$ cat config.mk
export PLATFORM = sky130hd
export DESIGN_NAME = mux_sel_sequencer_flat
export DESIGN_NICKNAME = d
export VERILOG_FILES = /design/src/rtl/mux_sel_sequencer_if.sv /design/src/rtl/mux_sel_sequencer.sv /design/src/flat_wrapper.sv
export SDC_FILE = /design/constraint.sdc
export NUM_CORES = 1
export LEC_CHECK = 0
export CORE_MARGIN = 2
export CORE_UTILIZATION = 25
export CTS_CLUSTER_DIAMETER = 30
export DETAILED_ROUTE_END_ITERATION = 6
export GPL_TIMING_DRIVEN = 0
export HOLD_SLACK_MARGIN = 0.15
export SLEW_MARGIN = 20
export SYNTH_ARGS = -nofsm -noshare
export SYNTH_HDL_FRONTEND = slang
export SYNTH_SLANG_ARGS = --single-unit
$ cat constraint.sdc
create_clock -name clk -period 4.3 [get_ports clk]
set_input_delay 0.43 -clock clk [delete_from_list [all_inputs] [get_ports clk]]
set_output_delay 0.43 -clock clk [all_outputs]
set_load 0.005 [all_outputs]
$ cat src/rtl/mux_sel_sequencer_if.sv
// Handshake and mux-drive bundle between the word source and the select sequencer.
// The master is the word source; the slave is the sequencer that drives the mux.
interface mux_sel_sequencer_if;
    logic       in_valid;
    logic       in_ready;
    logic [7:0] data_in;
    logic       pause;
    logic       abort;
    logic [7:0] d_out;
    logic       s2;
    logic       s1;
    logic       s0;
    logic       out_valid;
    logic       busy;
    logic       done;

    modport master (
        output in_valid, data_in, pause, abort,
        input  in_ready, d_out, s2, s1, s0, out_valid, busy, done
    );

    modport slave (
        input  in_valid, data_in, pause, abort,
        output in_ready, d_out, s2, s1, s0, out_valid, busy, done
    );
endinterface

$ cat src/rtl/mux_sel_sequencer.sv
// Latches a word and steps the 8-to-1 mux select through all positions (parallel-to-serial).
// Latency: first select position visible the cycle after acceptance; RUN lasts 8*STEP_DIV clocks plus paused clocks.
// Backpressure: in_ready is low for the whole RUN; pause freezes select/divider. MSB_FIRST_EN selects d7..d0 order.
module mux_sel_sequencer #(
    parameter int unsigned STEP_DIV = 1
) (
    input  logic                clk,
    input  logic                rst_n,
    mux_sel_sequencer_if.slave  bus
);

    localparam int CW = (STEP_DIV > 1) ? $clog2(STEP_DIV) : 1;
    localparam logic [CW-1:0] DIV_LAST = CW'(STEP_DIV - 1);

`ifdef MSB_FIRST_EN
    localparam logic [2:0] SEL_FIRST = 3'b111;
    localparam logic [2:0] SEL_LAST  = 3'b000;
`else
    localparam logic [2:0] SEL_FIRST = 3'b000;
    localparam logic [2:0] SEL_LAST  = 3'b111;
`endif

    typedef enum logic {
        IDLE = 1'b0,
        RUN  = 1'b1
    } state_t;

    state_t          state;
    logic [2:0]      sel;
    logic [CW-1:0]   div_cnt;
    logic [7:0]      word;
    logic            out_valid_q;
    logic            busy_q;
    logic            done_q;
    logic [2:0]      sel_next;

`ifdef MSB_FIRST_EN
    assign sel_next = sel - 3'd1;
`else
    assign sel_next = sel + 3'd1;
`endif

    always_ff @(posedge clk or negedge rst_n) begin
        if (!rst_n) begin
            state       <= IDLE;
            sel         <= 3'b000;
            div_cnt     <= '0;
            word        <= 8'h00;
            out_valid_q <= 1'b0;
            busy_q      <= 1'b0;
            done_q      <= 1'b0;
        end else begin
            done_q <= 1'b0;
            case (state)
                IDLE: begin
                    if (bus.in_valid) begin
                        word        <= bus.data_in;
                        sel         <= SEL_FIRST;
                        div_cnt     <= '0;
                        out_valid_q <= 1'b1;
                        busy_q      <= 1'b1;
                        state       <= RUN;
                    end
                end
                RUN: begin
                    // abort wins over pause and over the final-step completion
                    if (bus.abort) begin
                        div_cnt     <= '0;
                        out_valid_q <= 1'b0;
                        busy_q      <= 1'b0;
                        state       <= IDLE;
                    end else if (!bus.pause) begin
                        if (div_cnt == DIV_LAST) begin
                            div_cnt <= '0;
                            if (sel == SEL_LAST) begin
                                // no wrap: select parks on the last position
                                done_q      <= 1'b1;
                                out_valid_q <= 1'b0;
                                busy_q      <= 1'b0;
                                state       <= IDLE;
                            end else begin
                                sel <= sel_next;
                            end
                        end else begin
                            div_cnt <= div_cnt + CW'(1);
                        end
                    end
                end
                default: state <= IDLE;
            endcase
        end
    end

    assign bus.in_ready  = (state == IDLE);
    assign bus.d_out     = word;
    assign bus.s2        = sel[2];
    assign bus.s1        = sel[1];
    assign bus.s0        = sel[0];
    assign bus.out_valid = out_valid_q;
    assign bus.busy      = busy_q;
    assign bus.done      = done_q;

endmodule
$ cat src/flat_wrapper.sv
// flat-port wrapper written by rule: the top's interface ports become plain ports
module mux_sel_sequencer_flat 
#(
    parameter int unsigned STEP_DIV = 1
)
  (clk, rst_n, bus_in_valid, bus_data_in, bus_pause, bus_abort, bus_in_ready, bus_d_out, bus_s2, bus_s1, bus_s0, bus_out_valid, bus_busy, bus_done);
  mux_sel_sequencer_if bus_i ();
  input  logic clk;
  input  logic rst_n;
  input wire logic [$bits(bus_i.in_valid)-1:0] bus_in_valid;
  input wire logic [$bits(bus_i.data_in)-1:0] bus_data_in;
  input wire logic [$bits(bus_i.pause)-1:0] bus_pause;
  input wire logic [$bits(bus_i.abort)-1:0] bus_abort;
  output wire logic [$bits(bus_i.in_ready)-1:0] bus_in_ready;
  output wire logic [$bits(bus_i.d_out)-1:0] bus_d_out;
  output wire logic [$bits(bus_i.s2)-1:0] bus_s2;
  output wire logic [$bits(bus_i.s1)-1:0] bus_s1;
  output wire logic [$bits(bus_i.s0)-1:0] bus_s0;
  output wire logic [$bits(bus_i.out_valid)-1:0] bus_out_valid;
  output wire logic [$bits(bus_i.busy)-1:0] bus_busy;
  output wire logic [$bits(bus_i.done)-1:0] bus_done;
  assign bus_i.in_valid = bus_in_valid;
  assign bus_i.data_in = bus_data_in;
  assign bus_i.pause = bus_pause;
  assign bus_i.abort = bus_abort;
  assign bus_in_ready = bus_i.in_ready;
  assign bus_d_out = bus_i.d_out;
  assign bus_s2 = bus_i.s2;
  assign bus_s1 = bus_i.s1;
  assign bus_s0 = bus_i.s0;
  assign bus_out_valid = bus_i.out_valid;
  assign bus_busy = bus_i.busy;
  assign bus_done = bus_i.done;
  mux_sel_sequencer #(.STEP_DIV(STEP_DIV)) u_core (.clk(clk), .rst_n(rst_n), .bus(bus_i));
endmodule
==> qor.csv <==
metric;value;unit
status;complete, no violations;
Int Power;274;uW
Final Hold Viols;0;
H-Tree Level Count;1;
mux cell area share after synthesis;1.66;%
Flop pwr share;45.9;%
post-synthesis compound-gate area fraction;5.20;%
layout cell share with drive strength beyond 1;8.70;%
switching portion of total power;25.9;%
CTS Buf Count;3;
critical path required time;3.87;ns
leakage power;0.000450;uW
Avg WL per Cell;11.1;um
Area growth syn-to-layout;56.8;%
worst min-delay path class;flip-flop to flip-flop;
Std-Cell Rows;17;
Core Area;2250;sq um
PwrDens;393;nW/um^2
num ports;28;
first-pass GRT wire length;2120;um
Slew Limit Fails;0;
post-synthesis sequential area ratio;58.2;%
count of different cell masters after synthesis;17;
antenna violation net count after detailed routing;0;
routability cong.;0.590;
Layout Nets;108;
Clock Pin Slew Worst Setup and Hold Paths;0.08;ns
CP delay by family, top;buffers and inverters;
largest family of logic cells by synthesized area;simple AND/OR/NAND/NOR gates;
Post-CTS Setup Bufs;0;
Post-Layout Cell Count;120;
Vias;510;
Fin Clk Skew;0.00505;ns
routed wire length;1340;um
GRT Util Overall;10.6;%
WS Path Type;flip-flop to primary output;
fin crit period;1.74;ns
crit path max-delay cell type;clkdlybuf4s50_1;
worst vdd ir;0.243;mV
HP Start;u_core.bus.d_out[2];
Horiz. Die Dim;53.1;um
Remaining Overflow, GRT;0;
Mapped Nets;76;
Slew @ Worst Pin;0.633;ns
IO Port Bufs;27;
crit path launch;u_core.state;
setup violators final;0;
syn avg cell area;9.87;sq um
simple-gate share of the synthesized area;26.2;%
worst-path maximum fanout;6;
Synth warnings;0;
Post-Syn Instances;61;
largest net degree at the start of global routing;15;
Initial Util;26.7;%
P_sw;96.1;uW
drt drc;0;
period utilization;40.5;%
DP HPWL;1020;um
top cell type by total area after synthesis;dfrtp_1;
clock power share;25.6;%
Area contributors post-synth;dfrtp_1 58%, nand2_1 18%, ha_1 4.2%;
CP cell instances;inv_1 > clkdlybuf4s50_1;
WP buf/inv;2;
R2R cell count;4;
crit path DAT;1.31;ns
Hold Crit Endpoint;u_core.bus.d_out[2];
die area;2820;sq um
vias in the first global route;478;
initial antenna violation count;0;
CTS tree;done;
Resized Gates After CTS;0;
max cap viols;0;
crit path launch type;flip-flop;
RR Endpoint;u_core.sel[0];
CTS Hold Bufs;0;
adder-cell share of the synthesized area;4.16;%
Fmax;574;MHz
Worst R2R Start;u_core.sel[0];
Clock Sinks;14;
CTS root buf;clkbuf_4;
Mapped Area;602;sq um
DRT Pass-1 Iters;3;
Placed Cells incl. Taps;116;
relative slew slack;57.7;%
maximum clock path buffer count;2;
setup TNS;0;ns
CP max stage delay;0.50;ns
Setup crit end kind;primary output;
post-synth top area share;58.2;%
Comb power frac;28.5;%
ant diodes;0;
hold depth;2;
fraction of synthesized cell area in xor and xnor cells;0;%
Iter 0 DRT Violations;8;
synthesis-stage register bit count;14;
R2R Setup Slk;2.81;ns
Clock Latency Late Sink;0.28;ns
RSZ-0062 raised after global routing;false;
Vias/cell;4.25;
Vert. Die Dim;53.1;um
-- worst max path at each step --
| stage | endpoint | slack, ns | depth (start not counted) |
|---|---|---|---|
| 2_1_floorplan | u_core.sel[0] | 2.90 | 4 |
| 3_3_place_gp | u_core.sel[0] | 2.67 | 3 |
| 3_5_place_dp | u_core.sel[0] | 2.65 | 3 |
| 4_1_cts | bus_in_ready | 2.54 | 2 |
| 5_1_grt | bus_in_ready | 2.47 | 2 |
| 6_report | bus_in_ready | 2.56 | 2 |
-- kinds of logic after synthesis --
logic type               Yosys count
AO/OA/AOI/OAI                      5
adder cells (fa/ha/maj)            2
AND/OR/NAND/NOR                   34
buffers and inverters              5
flip-flops                        14
multiplexers                       1
-- flip-flops by register name, summed over array words and instances, names as in the netlist --
register / flops
u_core.bus.d_out: 8
u_core.bus.done: 1
u_core.bus.out_valid: 1
u_core.sel: 3
u_core.state: 1
-- through the flow --
stage | area (sq um) | hold WS (ns) | power (uW) | setup WS, ns | utilization, %
after global placement | 907 | 0.459 | 277 | 2.67 | 40.2
final | 943 | 0.478 | 370 | 2.56 | 41.8
after global routing | 943 | 0.498 | 396 | 2.47 | 41.8
after detailed placement | 907 | 0.461 | 281 | 2.65 | 40.2
after CTS | 943 | 0.482 | 376 | 2.54 | 41.8
after floorplan | 602 | 0.134 | 208 | 2.90 | -
-- synth_stat cells --
master / instances
a21o_1: 1
a21oi_1: 1
buf_2: 1
buf_4: 2
dfrtp_1: 14
ha_1: 2
inv_1: 2
mux2i_1: 1
nand2_1: 29
nand2b_1: 1
nor2_1: 1
nor2b_1: 1
nor4b_1: 1
nor4b_4: 1
o21ai_0: 1
o21ai_1: 1
o2bb2ai_1: 1
-- placed cells by master, fill, tap and decap left out, types with 2 or more instances in the layout --
cell	count
ha_1	2
dfrtp_1	14
buf_4	2
nand2_1	29
inv_1	2
clkbuf_4	3
clkdlybuf4s50_1	27
-- power by group through the flow --
stage          combinational, uW  clock [uW]  sequential [uW]
2_1_floorplan               34.2           0              173
3_3_place_gp                 105           0              172
3_5_place_dp                 108           0              173
4_1_cts                      108        97.8              170
5_1_grt                      118         104              174
6_report                     106        94.7              170
-- layer usage --
metal  global-route usage (%)  part of all wire [%]
met1                     12.6                    43
met2                     16.9                    49
met3                     3.95                   6.9
met4                     5.13                   1.3
met5                        0                     0
-- worst register-to-register path: cells and delay by family, from the launching register on --
family                     cells  cell delay [ns]
DFF                            1             0.42
muxes                          1             0.22
and+or+nand+nor                1             0.34
adders and majority gates      2             0.44
-- final cells by class --
cell class | instances | area, sq um
clock buffer | 4 | 36.3
sequential | 14 | 350
tap | 28 | 35.0
multi-input combinational | 42 | 224
inverter | 2 | 7.51
fill | 237 | 1310
timing repair buffer | 27 | 270
buffer | 3 | 20.0
Note: power is estimated with default switching activity, not from simulation.
